==> src/rtl/hazard_ctrl_if.sv <==
// hazard_ctrl_if -- control bundle between the ID-stage hazard sequencer and
// the rest of the pipeline. The pipeline side is the master: it drives the
// decode, load and data-memory status. The sequencer is the slave: it returns
// the enables, flushes and status. HAZARD_PERF_CNT_EN adds the stall/flush
// performance counters to the bundle.
interface hazard_ctrl_if #(
  parameter int REG_ADDR_WIDTH = 5
`ifdef HAZARD_PERF_CNT_EN
  , parameter int CNT_WIDTH = 32
`endif
);
  logic [6:0]                IF_ID_inst_opcode;
  logic [REG_ADDR_WIDTH-1:0] IF_ID_rs1;
  logic [REG_ADDR_WIDTH-1:0] IF_ID_rs2;
  logic                      ID_EX_mem_rd_en;
  logic [REG_ADDR_WIDTH-1:0] ID_EX_rd;
  logic                      EX_MEM_mem_rd_en;
  logic [REG_ADDR_WIDTH-1:0] EX_MEM_rd;
  logic                      branch_taken;
  logic                      dmem_req;
  logic                      dmem_ready;

  logic       pc_wr_en;
  logic       IF_ID_wr_en;
  logic       ID_EX_wr_en;
  logic       EX_MEM_wr_en;
  logic       IF_ID_flush;
  logic       ID_EX_flush;
  logic       MEM_WB_flush;
  logic [1:0] hazard_state;
  logic       mem_err;

`ifdef HAZARD_PERF_CNT_EN
  logic [CNT_WIDTH-1:0] perf_ld_stall;
  logic [CNT_WIDTH-1:0] perf_br_stall;
  logic [CNT_WIDTH-1:0] perf_mem_stall;
  logic [CNT_WIDTH-1:0] perf_flush;

  modport master (
    output IF_ID_inst_opcode, IF_ID_rs1, IF_ID_rs2, ID_EX_mem_rd_en, ID_EX_rd,
           EX_MEM_mem_rd_en, EX_MEM_rd, branch_taken, dmem_req, dmem_ready,
    input  pc_wr_en, IF_ID_wr_en, ID_EX_wr_en, EX_MEM_wr_en, IF_ID_flush,
           ID_EX_flush, MEM_WB_flush, hazard_state, mem_err,
           perf_ld_stall, perf_br_stall, perf_mem_stall, perf_flush
  );

  modport slave (
    input  IF_ID_inst_opcode, IF_ID_rs1, IF_ID_rs2, ID_EX_mem_rd_en, ID_EX_rd,
           EX_MEM_mem_rd_en, EX_MEM_rd, branch_taken, dmem_req, dmem_ready,
    output pc_wr_en, IF_ID_wr_en, ID_EX_wr_en, EX_MEM_wr_en, IF_ID_flush,
           ID_EX_flush, MEM_WB_flush, hazard_state, mem_err,
           perf_ld_stall, perf_br_stall, perf_mem_stall, perf_flush
  );
`else
  modport master (
    output IF_ID_inst_opcode, IF_ID_rs1, IF_ID_rs2, ID_EX_mem_rd_en, ID_EX_rd,
           EX_MEM_mem_rd_en, EX_MEM_rd, branch_taken, dmem_req, dmem_ready,
    input  pc_wr_en, IF_ID_wr_en, ID_EX_wr_en, EX_MEM_wr_en, IF_ID_flush,
           ID_EX_flush, MEM_WB_flush, hazard_state, mem_err
  );

  modport slave (
    input  IF_ID_inst_opcode, IF_ID_rs1, IF_ID_rs2, ID_EX_mem_rd_en, ID_EX_rd,
           EX_MEM_mem_rd_en, EX_MEM_rd, branch_taken, dmem_req, dmem_ready,
    output pc_wr_en, IF_ID_wr_en, ID_EX_wr_en, EX_MEM_wr_en, IF_ID_flush,
           ID_EX_flush, MEM_WB_flush, hazard_state, mem_err
  );
`endif
endinterface

==> src/rtl/hazard_ctrl.sv <==
// hazard_ctrl -- stall/flush sequencer for the 5-stage core. The controls are
// Mealy outputs decoded from the current inputs. The state register records
// which condition was active in the previous cycle and times data-memory waits.
// Define HAZARD_PERF_CNT_EN to add the stall/flush cycle counters.
//
//   state    | meaning
//   ---------+---------------------------------------------------------
//   RUN      | no stall last cycle
//   LD_STALL | load-use bubble inserted last cycle
//   BR_STALL | second bubble for a branch that depends on a load in MEM
//   MEM_WAIT | pipe frozen on data memory; wait timer running
module hazard_ctrl #(
  parameter int REG_ADDR_WIDTH = 5,
  parameter int MEM_TIMEOUT    = 16
`ifdef HAZARD_PERF_CNT_EN
  , parameter int CNT_WIDTH    = 32
`endif
) (
  input logic          clk,
  input logic          rst_n,
  hazard_ctrl_if.slave bus
);

  typedef enum logic [1:0] {
    RUN      = 2'd0,
    LD_STALL = 2'd1,
    BR_STALL = 2'd2,
    MEM_WAIT = 2'd3
  } state_t;

  localparam logic [6:0] OP_R = 7'b0110011;
  localparam logic [6:0] OP_S = 7'b0100011;
  localparam logic [6:0] OP_B = 7'b1100011;

  // The wait timer counts down the cycles left in MEM_WAIT. It is reloaded
  // whenever the FSM is elsewhere, so it reads zero on the last allowed wait cycle.
  localparam int              WAIT_W    = $clog2(MEM_TIMEOUT);
  localparam logic [WAIT_W-1:0] WAIT_LOAD = WAIT_W'(MEM_TIMEOUT - 1);

  state_t              state, state_nxt;
  logic [WAIT_W-1:0]   wait_cnt;
  logic                mem_err;
  logic                uses_rs2, is_branch, mem_busy, ld_use, br_ld, timeout;

  function automatic logic reg_hit(input logic [REG_ADDR_WIDTH-1:0] rd,
                                   input logic [REG_ADDR_WIDTH-1:0] rs1,
                                   input logic [REG_ADDR_WIDTH-1:0] rs2,
                                   input logic                      use2);
    return (rd != '0) && ((rd == rs1) || (use2 && (rd == rs2)));
  endfunction

  // Decode the hazard conditions from the ID, EX and MEM stage fields.
  always_comb begin
    uses_rs2  = (bus.IF_ID_inst_opcode == OP_R) || (bus.IF_ID_inst_opcode == OP_S) ||
                (bus.IF_ID_inst_opcode == OP_B);
    is_branch = (bus.IF_ID_inst_opcode == OP_B);
    mem_busy  = bus.dmem_req && !bus.dmem_ready && !mem_err;
    ld_use    = bus.ID_EX_mem_rd_en &&
                reg_hit(bus.ID_EX_rd, bus.IF_ID_rs1, bus.IF_ID_rs2, uses_rs2);
    br_ld     = is_branch && bus.EX_MEM_mem_rd_en &&
                reg_hit(bus.EX_MEM_rd, bus.IF_ID_rs1, bus.IF_ID_rs2, uses_rs2);
    timeout   = (state == MEM_WAIT) && (wait_cnt == '0) && mem_busy;
  end

  // Priority resolve: freeze, then bubble, then branch flush.
  always_comb begin
    state_nxt        = RUN;
    bus.pc_wr_en     = 1'b1;
    bus.IF_ID_wr_en  = 1'b1;
    bus.ID_EX_wr_en  = 1'b1;
    bus.EX_MEM_wr_en = 1'b1;
    bus.IF_ID_flush  = 1'b0;
    bus.ID_EX_flush  = 1'b0;
    bus.MEM_WB_flush = 1'b0;
    if (mem_busy) begin
      state_nxt        = MEM_WAIT;
      bus.pc_wr_en     = 1'b0;
      bus.IF_ID_wr_en  = 1'b0;
      bus.ID_EX_wr_en  = 1'b0;
      bus.EX_MEM_wr_en = 1'b0;
      bus.MEM_WB_flush = 1'b1;
    end else if (ld_use || br_ld) begin
      state_nxt       = ld_use ? LD_STALL : BR_STALL;
      bus.pc_wr_en    = 1'b0;
      bus.IF_ID_wr_en = 1'b0;
      bus.ID_EX_flush = 1'b1;
    end else if (is_branch && bus.branch_taken) begin
      bus.IF_ID_flush = 1'b1;
    end
  end

  // State register, wait timer and sticky timeout flag.
  always_ff @(posedge clk or negedge rst_n) begin
    if (!rst_n) begin
      state    <= RUN;
      wait_cnt <= '0;
      mem_err  <= 1'b0;
    end else begin
      state <= state_nxt;
      if (state != MEM_WAIT)
        wait_cnt <= WAIT_LOAD;
      else if (wait_cnt != '0)
        wait_cnt <= wait_cnt - 1'b1;
      if (timeout)
        mem_err <= 1'b1;
    end
  end

  assign bus.hazard_state = state;
  assign bus.mem_err      = mem_err;

`ifdef HAZARD_PERF_CNT_EN
  // Count the cycles in which each action wins the priority resolve.
  always_ff @(posedge clk or negedge rst_n) begin
    if (!rst_n) begin
      bus.perf_ld_stall  <= '0;
      bus.perf_br_stall  <= '0;
      bus.perf_mem_stall <= '0;
      bus.perf_flush     <= '0;
    end else begin
      if (mem_busy)
        bus.perf_mem_stall <= bus.perf_mem_stall + 1'b1;
      else if (ld_use)
        bus.perf_ld_stall <= bus.perf_ld_stall + 1'b1;
      else if (br_ld)
        bus.perf_br_stall <= bus.perf_br_stall + 1'b1;
      if (bus.IF_ID_flush)
        bus.perf_flush <= bus.perf_flush + 1'b1;
    end
  end
`endif

endmodule
==> src/flat_wrapper.sv <==
// flat-port wrapper written by rule: the top's interface ports become plain ports
module hazard_ctrl_flat 
#(
  parameter int REG_ADDR_WIDTH = 5,
  parameter int MEM_TIMEOUT    = 16

)
  (clk, rst_n, bus_IF_ID_inst_opcode, bus_IF_ID_rs1, bus_IF_ID_rs2, bus_ID_EX_mem_rd_en, bus_ID_EX_rd, bus_EX_MEM_mem_rd_en, bus_EX_MEM_rd, bus_branch_taken, bus_dmem_req, bus_dmem_ready, bus_pc_wr_en, bus_IF_ID_wr_en, bus_ID_EX_wr_en, bus_EX_MEM_wr_en, bus_IF_ID_flush, bus_ID_EX_flush, bus_MEM_WB_flush, bus_hazard_state, bus_mem_err);
  hazard_ctrl_if #(.REG_ADDR_WIDTH(REG_ADDR_WIDTH)) bus_i ();
  input logic clk;
  input logic rst_n;
  input wire logic [$bits(bus_i.IF_ID_inst_opcode)-1:0] bus_IF_ID_inst_opcode;
  input wire logic [$bits(bus_i.IF_ID_rs1)-1:0] bus_IF_ID_rs1;
  input wire logic [$bits(bus_i.IF_ID_rs2)-1:0] bus_IF_ID_rs2;
  input wire logic [$bits(bus_i.ID_EX_mem_rd_en)-1:0] bus_ID_EX_mem_rd_en;
  input wire logic [$bits(bus_i.ID_EX_rd)-1:0] bus_ID_EX_rd;
  input wire logic [$bits(bus_i.EX_MEM_mem_rd_en)-1:0] bus_EX_MEM_mem_rd_en;
  input wire logic [$bits(bus_i.EX_MEM_rd)-1:0] bus_EX_MEM_rd;
  input wire logic [$bits(bus_i.branch_taken)-1:0] bus_branch_taken;
  input wire logic [$bits(bus_i.dmem_req)-1:0] bus_dmem_req;
  input wire logic [$bits(bus_i.dmem_ready)-1:0] bus_dmem_ready;
  output wire logic [$bits(bus_i.pc_wr_en)-1:0] bus_pc_wr_en;
  output wire logic [$bits(bus_i.IF_ID_wr_en)-1:0] bus_IF_ID_wr_en;
  output wire logic [$bits(bus_i.ID_EX_wr_en)-1:0] bus_ID_EX_wr_en;
  output wire logic [$bits(bus_i.EX_MEM_wr_en)-1:0] bus_EX_MEM_wr_en;
  output wire logic [$bits(bus_i.IF_ID_flush)-1:0] bus_IF_ID_flush;
  output wire logic [$bits(bus_i.ID_EX_flush)-1:0] bus_ID_EX_flush;
  output wire logic [$bits(bus_i.MEM_WB_flush)-1:0] bus_MEM_WB_flush;
  output wire logic [$bits(bus_i.hazard_state)-1:0] bus_hazard_state;
  output wire logic [$bits(bus_i.mem_err)-1:0] bus_mem_err;
  assign bus_i.IF_ID_inst_opcode = bus_IF_ID_inst_opcode;
  assign bus_i.IF_ID_rs1 = bus_IF_ID_rs1;
  assign bus_i.IF_ID_rs2 = bus_IF_ID_rs2;
  assign bus_i.ID_EX_mem_rd_en = bus_ID_EX_mem_rd_en;
  assign bus_i.ID_EX_rd = bus_ID_EX_rd;
  assign bus_i.EX_MEM_mem_rd_en = bus_EX_MEM_mem_rd_en;
  assign bus_i.EX_MEM_rd = bus_EX_MEM_rd;
  assign bus_i.branch_taken = bus_branch_taken;
  assign bus_i.dmem_req = bus_dmem_req;
  assign bus_i.dmem_ready = bus_dmem_ready;
  assign bus_pc_wr_en = bus_i.pc_wr_en;
  assign bus_IF_ID_wr_en = bus_i.IF_ID_wr_en;
  assign bus_ID_EX_wr_en = bus_i.ID_EX_wr_en;
  assign bus_EX_MEM_wr_en = bus_i.EX_MEM_wr_en;
  assign bus_IF_ID_flush = bus_i.IF_ID_flush;
  assign bus_ID_EX_flush = bus_i.ID_EX_flush;
  assign bus_MEM_WB_flush = bus_i.MEM_WB_flush;
  assign bus_hazard_state = bus_i.hazard_state;
  assign bus_mem_err = bus_i.mem_err;
  hazard_ctrl #(.REG_ADDR_WIDTH(REG_ADDR_WIDTH), .MEM_TIMEOUT(MEM_TIMEOUT)) u_core (.clk(clk), .rst_n(rst_n), .bus(bus_i));
endmodule
==> config.mk <==
export PLATFORM = sky130hd
export DESIGN_NAME = hazard_ctrl_flat
export DESIGN_NICKNAME = d
export VERILOG_FILES = /design/src/rtl/hazard_ctrl_if.sv /design/src/rtl/hazard_ctrl.sv /design/src/flat_wrapper.sv
export SDC_FILE = /design/constraint.sdc
export NUM_CORES = 1
export LEC_CHECK = 0
export ABC_AREA = 1
export CORE_MARGIN = 2
export CORE_UTILIZATION = 41
export DETAILED_ROUTE_END_ITERATION = 8
export GPL_TIMING_DRIVEN = 0
export PLACE_DENSITY = 0.84
export SLEW_MARGIN = 40
export SYNTH_ARGS = -nofsm -noshare
export SYNTH_HDL_FRONTEND = slang
export SYNTH_SLANG_ARGS = --single-unit
==> constraint.sdc <==
create_clock -name clk -period 1.79 [get_ports clk]
set_input_delay 0.358 -clock clk [delete_from_list [all_inputs] [get_ports clk]]
set_output_delay 0.358 -clock clk [all_outputs]
set_load 0.03 [all_outputs]
==> results of run 1 <==
-- layer usage --
metal | track usage | vias to the layer above
li1 | - | 552
met1 | 0.227 | 492
met2 | 0.426 | 38
met3 | 0.0370 | 2
met4 | 0.0667 | 0
met5 | 0 | -
-- report_power, final --
part / internal, mW / switching (mW)
combinational: 0.100 / 0.122
clock: 0.0817 / 0.0610
sequential: 0.163 / 0.00475
total: 0.345 / 0.188
-- worst max path at each step --
stage	startpoint	slack, ns	end
floorplan	u_core.bus.mem_err$_DFFE_PN0P_	0.005	bus_pc_wr_en
global placement	bus_EX_MEM_rd[2]	-0.88	bus_pc_wr_en
detailed placement	bus_EX_MEM_rd[2]	-0.88	bus_pc_wr_en
CTS	bus_IF_ID_inst_opcode[6]	0.005	bus_pc_wr_en
global route	bus_IF_ID_inst_opcode[4]	-0.08	bus_pc_wr_en
finish	bus_ID_EX_mem_rd_en	0.02	bus_pc_wr_en
-- Yosys cell counts, types with 2 or more instances --
cell type and number:
nand2_1 55, nand2_2 2, dfrtp_1 7, nand4_1 2, xnor2_1 5, ha_1 2, inv_2 3, inv_1 27
nor2_1 13, nor2_2 2, nand3_1 7, o21ai_0 3, a21oi_1 3, buf_4 2
-- flip-flops by register name, summed over array words and instances, names as in the netlist --
name and flops:
u_core.bus.hazard_state 2, u_core.wait_cnt 4, u_core.bus.mem_err 1
-- final cells by class --
cell class                      count  area share
Buffer                              2      0.0141
Clock buffer                        3      0.0169
Clock inverter                      1     0.00376
Inverter                           30      0.0922
Multi-Input combinational cell    105       0.427
Sequential cell                     7       0.133
Tap cell                           27      0.0254
Timing Repair Buffer               53       0.288
-- cells by family (layout without fill, tap and decap cells) --
group | Yosys count | in the layout | share of synthesized area
compound gates | 12 | 12 | 0.0906
simple gates | 85 | 85 | 0.442
buf+inv | 32 | 89 | 0.157
fa+ha+maj | 2 | 2 | 0.0307
flops | 7 | 7 | 0.215
xor+xnor | 6 | 6 | 0.0645
-- repair_timing --
action / 4_1_cts / 5_1_grt
endpoints found under the setup margin: 7 / 4
setup buffers: 10 / 0
pin swaps: 23 / 20
gates resized for setup: 149 / 23
-- per-stage QoR --
stage / instances / utilization / worst slack, ns / cell area [um2]
2_1_floorplan: 144 / - / 0.00521 / 835
3_3_place_gp: 214 / 0.676 / -0.878 / 1300
3_5_place_dp: 214 / 0.676 / -0.880 / 1300
4_1_cts: 228 / 0.673 / 0.00541 / 1290
5_1_grt: 228 / 0.692 / -0.0767 / 1330
6_report: 228 / 0.692 / 0.0180 / 1330
-- critical path, cell delays in order --
cell and delay [ns]:
clkdlybuf4s50_1 0.45, o21ai_0 0.07, inv_1 0.07, nand2_2 0.10, nand3_4 0.11, inv_4 0.04, buf_6 0.10, buf_6 0.12
==> impl_metrics.py, run 1 <==
metrics = {
    "run_status": {
        "status": "complete, no violations",
    },
    "final_layout": {
        "area_growth_syn_to_layout_pct": 63.3,
        "antenna_cells": 0,
        "seqCellArea_um2": 176,
        "nets": 238,
        "num-fill-cells": 171,
        "final_layout_size_suffix_gt1_frac": 0.393,
        "mostFrequentLayoutCells": "nand2_1, buf_2, inv_1",
        "multi_input_area_um2": 568,
        "final_common_cell": "nand2_1",
    },
    "synthesis": {
        "syn-num-nets": 180,
        "netlist.top_cell.by_area": "nand2_1",
        "syn_avg_cell_area_um2": 5.66,
        "ys_ff_latch": 7,
        "synthArstFlopShare": 1.00,
        "ys_types": 25,
        "synthTopCellsByArea": "nand2_1, dfrtp_1, inv_1",
        "ys_seq_area_frac": 0.215,
        "synth-edff-count": 0,
        "synth_top_area_share": 0.253,
        "syn_area_um2": 815,
        "yosysWarnings": 0,
        "syn-instance-count": 144,
        "synthFlopType": "dfrtp_1",
    },
    "cts": {
        "cts_buffer_depth": 2,
        "h-tree-depth": 1,
        "cts_tree": "done",
        "numCtsBuffers": 3,
        "cts.hold.buffers_added": 0,
        "cts-root-buf": "clkbuf_4",
        "clock_sinks": 7,
        "clk_latency_ns": 0.25,
        "path_clk_slew_ns": 0.06,
    },
    "sta": {
        "fin_setup_tns_ns": 0,
        "finalMaxSlewViolations": 0,
        "finalSetupViolations": 0,
        "finalHoldViolations": 0,
        "worstMarginPinSlew_ns": 0.327,
        "skew_ns": 0.00335,
        "fin_crit_ns": 1.77,
        "max_freq_ghz": 0.564,
        "slew_headroom": 0.782,
        "hold_ws_ns": 0.369,
        "min_period_over_period": 0.990,
        "rsz0062_at_grt": "true",
    },
    "critical_path": {
        "cp.arrival_ns": 1.41,
        "worstSetupPathType": "primary input to primary output",
        "crit_required_ns": 1.43,
        "r2r_setup_slack_ns": 0.47,
        "start_kind": "primary input",
        "cp-end-kind": "primary output",
        "rr_startpoint": "u_core.wait_cnt[0]$_DFFE_PN0P_",
        "cp_max_fo": 4,
        "reg2reg_to": "u_core.wait_cnt[1]$_DFFE_PN0P_",
        "r2r_cells": 7,
    },
    "drt": {
        "vias": 1084,
        "drt-initial-drc-count": 21,
        "dr.pass1.iters": 4,
        "drc": 0,
        "drt_wl_total_um": 2340,
        "post_drt_via_cell_ratio": 4.75,
        "met1Wirelength_um": 912,
        "wl_met3_um": 119,
        "dr_wl_met2_um": 1290,
        "antenna_left": 0,
        "top_layer_used": "met4",
        "post_drt_wl_per_cell_um": 10.2,
    },
    "floorplanning": {
        "num_rows": 16,
        "die_area_mm2": 0.00236,
        "initial_core_util": 0.424,
        "io_pins": 44,
        "die_y_um": 48.6,
        "core_area_mm2": 0.00192,
        "die_x_um": 48.6,
    },
    "global_route": {
        "grt_pass1_vias": 1050,
        "grt_antenna_before_repair": 0,
        "grt_max_degree": 8,
        "grt_pass1_wl_um": 4040,
        "overflow": 0,
        "grt.total_usage": 0.215,
    },
    "placed_design": {
        "portBuffers": 43,
        "place_congestion": 0.846,
        "dp_hpwl_um": 1880,
    },
    "power": {
        "peakVddDrop_mv": 0.222,
        "power_density_mw_per_mm2": 401,
        "leakage_nw": 0.764,
        "power_mw": 0.533,
    },
    "job": {
        "max-cap-violations": 0,
    },
    "worst_hold_path": {
        "hold_path_class": "primary input to asynchronous set/reset pin",
    },
}
Note: power is estimated with default switching activity, not from simulation.
==> inputs of run 2 (changes only) <==
- CORE_ASPECT_RATIO: unset -> 1.75
- CORE_UTILIZATION: 41 -> 25
- PLACE_DENSITY: 0.84 -> unset
- clock period: 1.79 -> 2 ns (I/O delays scaled with it)
==> run 2 against run 1 <==
Core utilization down 27 points. Via count down 1.4%. Highest routed layer unchanged. Clock skew up 0.00056 ns. Largest power group is now clock. Design area down 0.56%. Cell count up 6.6%. Largest cell class unchanged.
==> impl_metrics.py, run 2 (synthesized netlist as in run 1, its figures left out) <==
metrics = {
    "final_layout": {
        "num-fill-cells": 367,
        "nets": 237,
        "multi_input_area_um2": 547,
        "final_common_cell": "nand2_1",
        "final_area_mm2": 0.00132,
        "antenna_cells": 0,
        "largest_register_ffs": 4,
        "seqCellArea_um2": 175,
        "mostFrequentLayoutCells": "nand2_1, inv_1, clkbuf_2",
        "regMostFlops": "u_core.wait_cnt",
        "area_growth_syn_to_layout_pct": 62.4,
        "final_layout_size_suffix_gt1_frac": 0.325,
    },
    "critical_path": {
        "cp-end-kind": "primary output",
        "start_kind": "primary input",
        "cp_max_fo": 3,
        "cp_cell_sequence": "clkdlybuf4s15_1 > inv_1 > o21ai_0 > nor2_1 > nand3_1 > nand2_1 > nand2_2 > nand3_4 > inv_2 > buf_4 > buf_6",
        "worstSetupPathType": "primary input to primary output",
        "crit_required_ns": 1.60,
        "slowest_delay_ns": 0.20,
        "cp.arrival_ns": 1.56,
        "cpMaxStageDelayCell": "clkdlybuf4s15_1",
    },
    "run_status": {
        "status": "complete, no violations",
    },
    "cts": {
        "cts.hold.buffers_added": 0,
        "cts-root-buf": "clkbuf_8",
        "numCtsBuffers": 3,
        "h-tree-depth": 1,
        "cts_tree": "done",
        "clk_latency_ns": 0.23,
        "clock_sinks": 7,
        "cts_buffer_depth": 2,
        "path_clk_slew_ns": 0.04,
    },
    "floorplanning": {
        "initial_core_util": 0.259,
        "io_pins": 44,
        "num_rows": 27,
        "die_x_um": 47.2,
        "die_y_um": 79.5,
        "core_area_mm2": 0.00314,
        "die_area_mm2": 0.00375,
    },
    "drt": {
        "antenna_left": 0,
        "post_drt_via_cell_ratio": 4.40,
        "drt-initial-drc-count": 21,
        "post_drt_wl_per_cell_um": 9.66,
        "drt_wl_total_um": 2350,
        "dr.pass1.iters": 4,
        "vias": 1069,
        "drc": 0,
    },
    "sta": {
        "finalMaxSlewViolations": 0,
        "skew_ns": 0.00390,
        "hold_ws_ns": 0.431,
        "max_freq_ghz": 0.509,
        "fin_setup_tns_ns": 0,
        "finalSetupViolations": 0,
        "min_period_over_period": 0.982,
        "slew_headroom": 0.781,
        "finalHoldViolations": 0,
        "fin_crit_ns": 1.96,
        "worstMarginPinSlew_ns": 0.328,
    },
    "global_route": {
        "grt_pass1_wl_um": 3880,
        "overflow": 0,
        "grt.total_usage": 0.140,
        "grt_antenna_before_repair": 0,
        "grt_pass1_vias": 1056,
        "grt_max_degree": 8,
    },
    "job": {
        "max-cap-violations": 0,
    },
    "worst_hold_path": {
        "hold_path_class": "primary input to asynchronous set/reset pin",
    },
    "power": {
        "power_density_mw_per_mm2": 414,
        "peakVddDrop_mv": 0.190,
        "leakage_nw": 0.751,
    },
    "placed_design": {
        "place_congestion": 0.747,
        "portBuffers": 43,
        "dpl-instance-area_mm2": 0.00131,
        "dp_hpwl_um": 2030,
    },
}
run 2: cell count changes in the layout (fill, tap and decap cells not counted), moves of 4 or more:
cell      delta
inv_2        -4
buf_6        -4
clkbuf_2    +20
inv_1        +7
buf_2       -18
run 2: worst max-delay path: cells and delay by family:
family	cells	cell delay (ns)
compound gates	1	0.07
buf+inv	5	0.57
simple gates	5	0.52
run 2: final cells by class:
class,count,share of cell area
Sequential cell,7,0.132
Timing Repair Buffer,52,0.281
Clock buffer,4,0.0341
Inverter,30,0.0870
Multi-Input combinational cell,105,0.413
Buffer,2,0.0114
Tap cell,43,0.0407
run 2: worst paths after layout:
check	depth (start not counted)	slack [ns]	endpoint	from
setup / recovery	11	0.04	bus_pc_wr_en	bus_IF_ID_rs1[1]
hold / removal	1	0.43	u_core.wait_cnt[1]$_DFFE_PN0P_	rst_n
setup reg to reg	7	0.69	u_core.wait_cnt[1]$_DFFE_PN0P_	u_core.wait_cnt[0]$_DFFE_PN0P_
hold reg to reg	1	0.53	u_core.wait_cnt[2]$_DFFE_PN0P_	u_core.bus.hazard_state[1]$_DFF_PN0_
max in group asynchronous	1	1.32	u_core.bus.hazard_state[1]$_DFF_PN0_	rst_n
min in group clk	1	0.53	u_core.wait_cnt[2]$_DFFE_PN0P_	u_core.bus.hazard_state[1]$_DFF_PN0_
run 2: per-stage QoR:
stage | power [mW] | utilization | cells | setup slack, ns
global route | 0.586 | 0.421 | 243 | -0.0206
finish | 0.547 | 0.421 | 243 | 0.0356
detailed placement | 0.359 | 0.416 | 230 | -0.791
CTS | 0.556 | 0.440 | 240 | -0.0830
floorplan | 0.243 | - | 144 | 0.00265
global placement | 0.356 | 0.416 | 230 | -0.787
run 2: routing by layer:
layer / global-route usage / routed length, um
met5: 0 / 0
met4: 0.0556 / 65
met3: 0.0226 / 144
met2: 0.299 / 1450
met1: 0.104 / 687
run 2: timing repair:
item                       in CTS  in global routing
setup endpoints to repair       7                  6
gates cloned                    0                  0
gates resized for setup        78                 49
setup buffers                   6                  3
pin swaps                      16                 24
run 2: where the power goes:
part | internal, mW | total, mW | switching [mW]
sequential | 0.146 | 0.151 | 0.00428
clock | 0.138 | 0.204 | 0.0658
combinational | 0.0880 | 0.192 | 0.104
total | 0.373 | 0.547 | 0.174
==> inputs of run 3 (changes only) <==
--- a/config.mk
+++ b/config.mk
@@ -7,5 +7,4 @@
 export LEC_CHECK = 0
 export ABC_AREA = 1
-export CORE_ASPECT_RATIO = 1.75
 export CORE_MARGIN = 2
 export CORE_UTILIZATION = 25
==> constraint.sdc (replaced) <==
create_clock -name clk -period 2 [get_ports clk]
set_input_delay 0.6 -clock clk [delete_from_list [all_inputs] [get_ports clk]]
set_output_delay 0.6 -clock clk [all_outputs]
set_load 0.03 [all_outputs]
==> run 3 against run 2 <==
The flow now finishes with violations (setup timing). Critical path type unchanged. Combinational power increased by 19%. Design area increased by 11%. Clock power decreased by 38%. Clock skew decreased by 0.0025 ns. Count of clock-buffer cells in the layout unchanged. Power decreased by 7.7%. Die area decreased by 0.48%. First-iteration DRC count increased by 76%. Largest cell class unchanged. Via count increased by 1.8%.
==> impl_metrics.py, run 3 (synthesized netlist as in run 1, its figures left out) <==
metrics = {
    "final_layout": {
        "regMostFlops": "u_core.wait_cnt",
        "seqCellArea_um2": 175,
        "multi_input_area_um2": 549,
        "num-fill-cells": 333,
        "antenna_cells": 0,
        "postLayoutCoreUtil": 0.476,
        "final_common_cell": "nand2_1",
        "largest_register_ffs": 4,
        "area_growth_syn_to_layout_pct": 79.7,
        "nets": 252,
        "final_layout_size_suffix_gt1_frac": 0.456,
        "mostFrequentLayoutCells": "nand2_1, buf_4, buf_2",
        "final_cells": 259,
    },
    "cts": {
        "clk_latency_ns": 0.25,
        "cts_tree": "done",
        "cts.hold.buffers_added": 0,
        "cts-root-buf": "clkbuf_4",
        "h-tree-depth": 1,
        "numCtsBuffers": 3,
        "cts_buffer_depth": 2,
        "path_clk_slew_ns": 0.05,
        "clock_sinks": 7,
    },
    "worst_hold_path": {
        "min_path_cells": 1,
        "hold_path_class": "flip-flop to flip-flop",
        "whs_endpoint": "u_core.wait_cnt[2]$_DFFE_PN0P_",
        "hold_path.startpoint": "u_core.bus.hazard_state[0]$_DFF_PN0_",
    },
    "drt": {
        "post_drt_wl_per_cell_um": 9.75,
        "antenna_left": 0,
        "vias": 1088,
        "dr.pass1.iters": 4,
        "drc": 0,
        "post_drt_via_cell_ratio": 4.20,
        "drt_wl_total_um": 2520,
        "drt-initial-drc-count": 37,
    },
    "run_status": {
        "violations": "setup timing",
        "status": "complete, but fails checks",
    },
    "floorplanning": {
        "die_x_um": 61.1,
        "initial_core_util": 0.265,
        "core_area_mm2": 0.00308,
        "die_area_mm2": 0.00373,
        "io_pins": 44,
        "die_y_um": 61.1,
        "num_rows": 20,
    },
    "global_route": {
        "grt.met1_usage": 0.155,
        "grt_pass1_vias": 1070,
        "grt_pass1_wl_um": 4200,
        "overflow": 0,
        "busiest_layer": "met2",
        "grt_max_degree": 8,
        "grt_use_met3": 0.0168,
        "grt_antenna_before_repair": 0,
        "grtUsageMet2": 0.292,
        "grt.total_usage": 0.148,
    },
    "placed_design": {
        "dp.cells": 231,
        "portBuffers": 43,
        "dp_hpwl_um": 1920,
        "pre_cts_slack_ns": -1.15,
        "place_congestion": 0.782,
    },
    "sta": {
        "slew_headroom": 0.778,
        "finalMaxSlewViolations": 0,
        "max_freq_ghz": 0.441,
        "hold_ws_ns": 0.523,
        "min_period_over_period": 1.13,
        "worstMarginPinSlew_ns": 0.332,
        "finalSetupViolations": 5,
        "finalHoldViolations": 0,
        "fin_crit_ns": 2.27,
        "layout_setup_ws_ns": -0.269,
        "rsz0062_at_grt": "true",
        "skew_ns": 0.00142,
        "fin_setup_tns_ns": -1.21,
    },
    "critical_path": {
        "cp_max_fo": 3,
        "cp-end-kind": "primary output",
        "cp_num_cells": 9,
        "slowest_delay_ns": 0.24,
        "path_buf_inv": 3,
        "rr_startpoint": "u_core.wait_cnt[0]$_DFFE_PN0P_",
        "crit_required_ns": 1.40,
        "r2r_setup_slack_ns": 0.68,
        "cpMaxStageDelayCell": "nor3_1",
        "cpMostUsedCell": "nor2_2",
        "r2r_cells": 7,
        "cp_cell_sequence": "buf_2 > inv_2 > nand3_1 > nor3_1 > nor2_2 > nand2_2 > nand3_4 > nor2_2 > buf_6",
        "worstSetupPathType": "primary input to primary output",
        "reg2reg_to": "u_core.wait_cnt[1]$_DFFE_PN0P_",
        "start_kind": "primary input",
        "critPathTopFamily": "simple AND/OR/NAND/NOR gates",
        "cp.arrival_ns": 1.67,
    },
    "power": {
        "leakage_nw": 0.846,
        "peakVddDrop_mv": 0.107,
        "power_density_mw_per_mm2": 345,
    },
    "job": {
        "max-cap-violations": 0,
    },
}
-- run 3: cell types whose count changed in the layout (fill, tap and decap cells not counted), moves of 5 or more --
cell             change
inv_2                +5
buf_4               +18
clkbuf_2            -21
inv_1                -9
buf_2               +17
buf_6                +8
clkdlybuf4s50_1      -5
-- run 3: stage by stage --
stage / total power, mW / area, um2
2_1_floorplan: 0.248 / 847
3_3_place_gp: 0.359 / 1330
3_5_place_dp: 0.362 / 1330
4_1_cts: 0.499 / 1400
5_1_grt: 0.552 / 1460
6_report: 0.505 / 1460
-- run 3: worst max path at each step --
stage / start / to / slack [ns]
3_5_place_dp: bus_IF_ID_rs1[1] / bus_pc_wr_en / -1.15
2_1_floorplan: bus_dmem_req / bus_pc_wr_en / -0.10
6_report: bus_EX_MEM_rd[2] / bus_IF_ID_flush / -0.27
5_1_grt: bus_EX_MEM_rd[2] / bus_IF_ID_flush / -0.35
3_3_place_gp: bus_IF_ID_rs1[1] / bus_pc_wr_en / -1.14
4_1_cts: bus_IF_ID_inst_opcode[3] / bus_pc_wr_en / -0.27
-- run 3: worst register-to-register path: stages (launching register included) --
cell and delay (ns):
dfrtp_1 0.35, inv_1 0.14, ha_1 0.17, nand3_1 0.09
nor2_1 0.18, inv_1 0.11, nor2_1 0.10, a41oi_1 0.05
-- run 3: timing repair --
| item | in CTS | in global routing |
|---|---|---|
| pin swaps | 24 | 15 |
| gates cloned | 0 | 0 |
| endpoints found under the setup margin | 7 | 8 |
| setup buffers | 21 | 3 |
| gates resized for setup | 173 | 23 |
-- run 3: cell type report --
type,count,share of cell area
repair buffers,67,0.346
well taps,44,0.0376
clock buffers,4,0.0179
flip-flops and latches,7,0.120
inverters,30,0.0906
multi-input cells,105,0.375
plain buffers,2,0.0128
-- run 3: power by group --
| group | internal, mW | leakage (nW) | switching (mW) | total [mW] |
|---|---|---|---|---|
| clock | 0.0760 | 0.0150 | 0.0502 | 0.126 |
| sequential | 0.146 | 0.0744 | 0.00410 | 0.150 |
| combinational | 0.115 | 0.756 | 0.114 | 0.229 |
-- run 3: routing by layer --
layer  wire (um)  up-vias  part of all wire
met2        1450       25              0.57
met1         956      479              0.38
met3          96        4             0.038
li1            -      580                 -
met5           0        -                 0
met4          25        0            0.0099
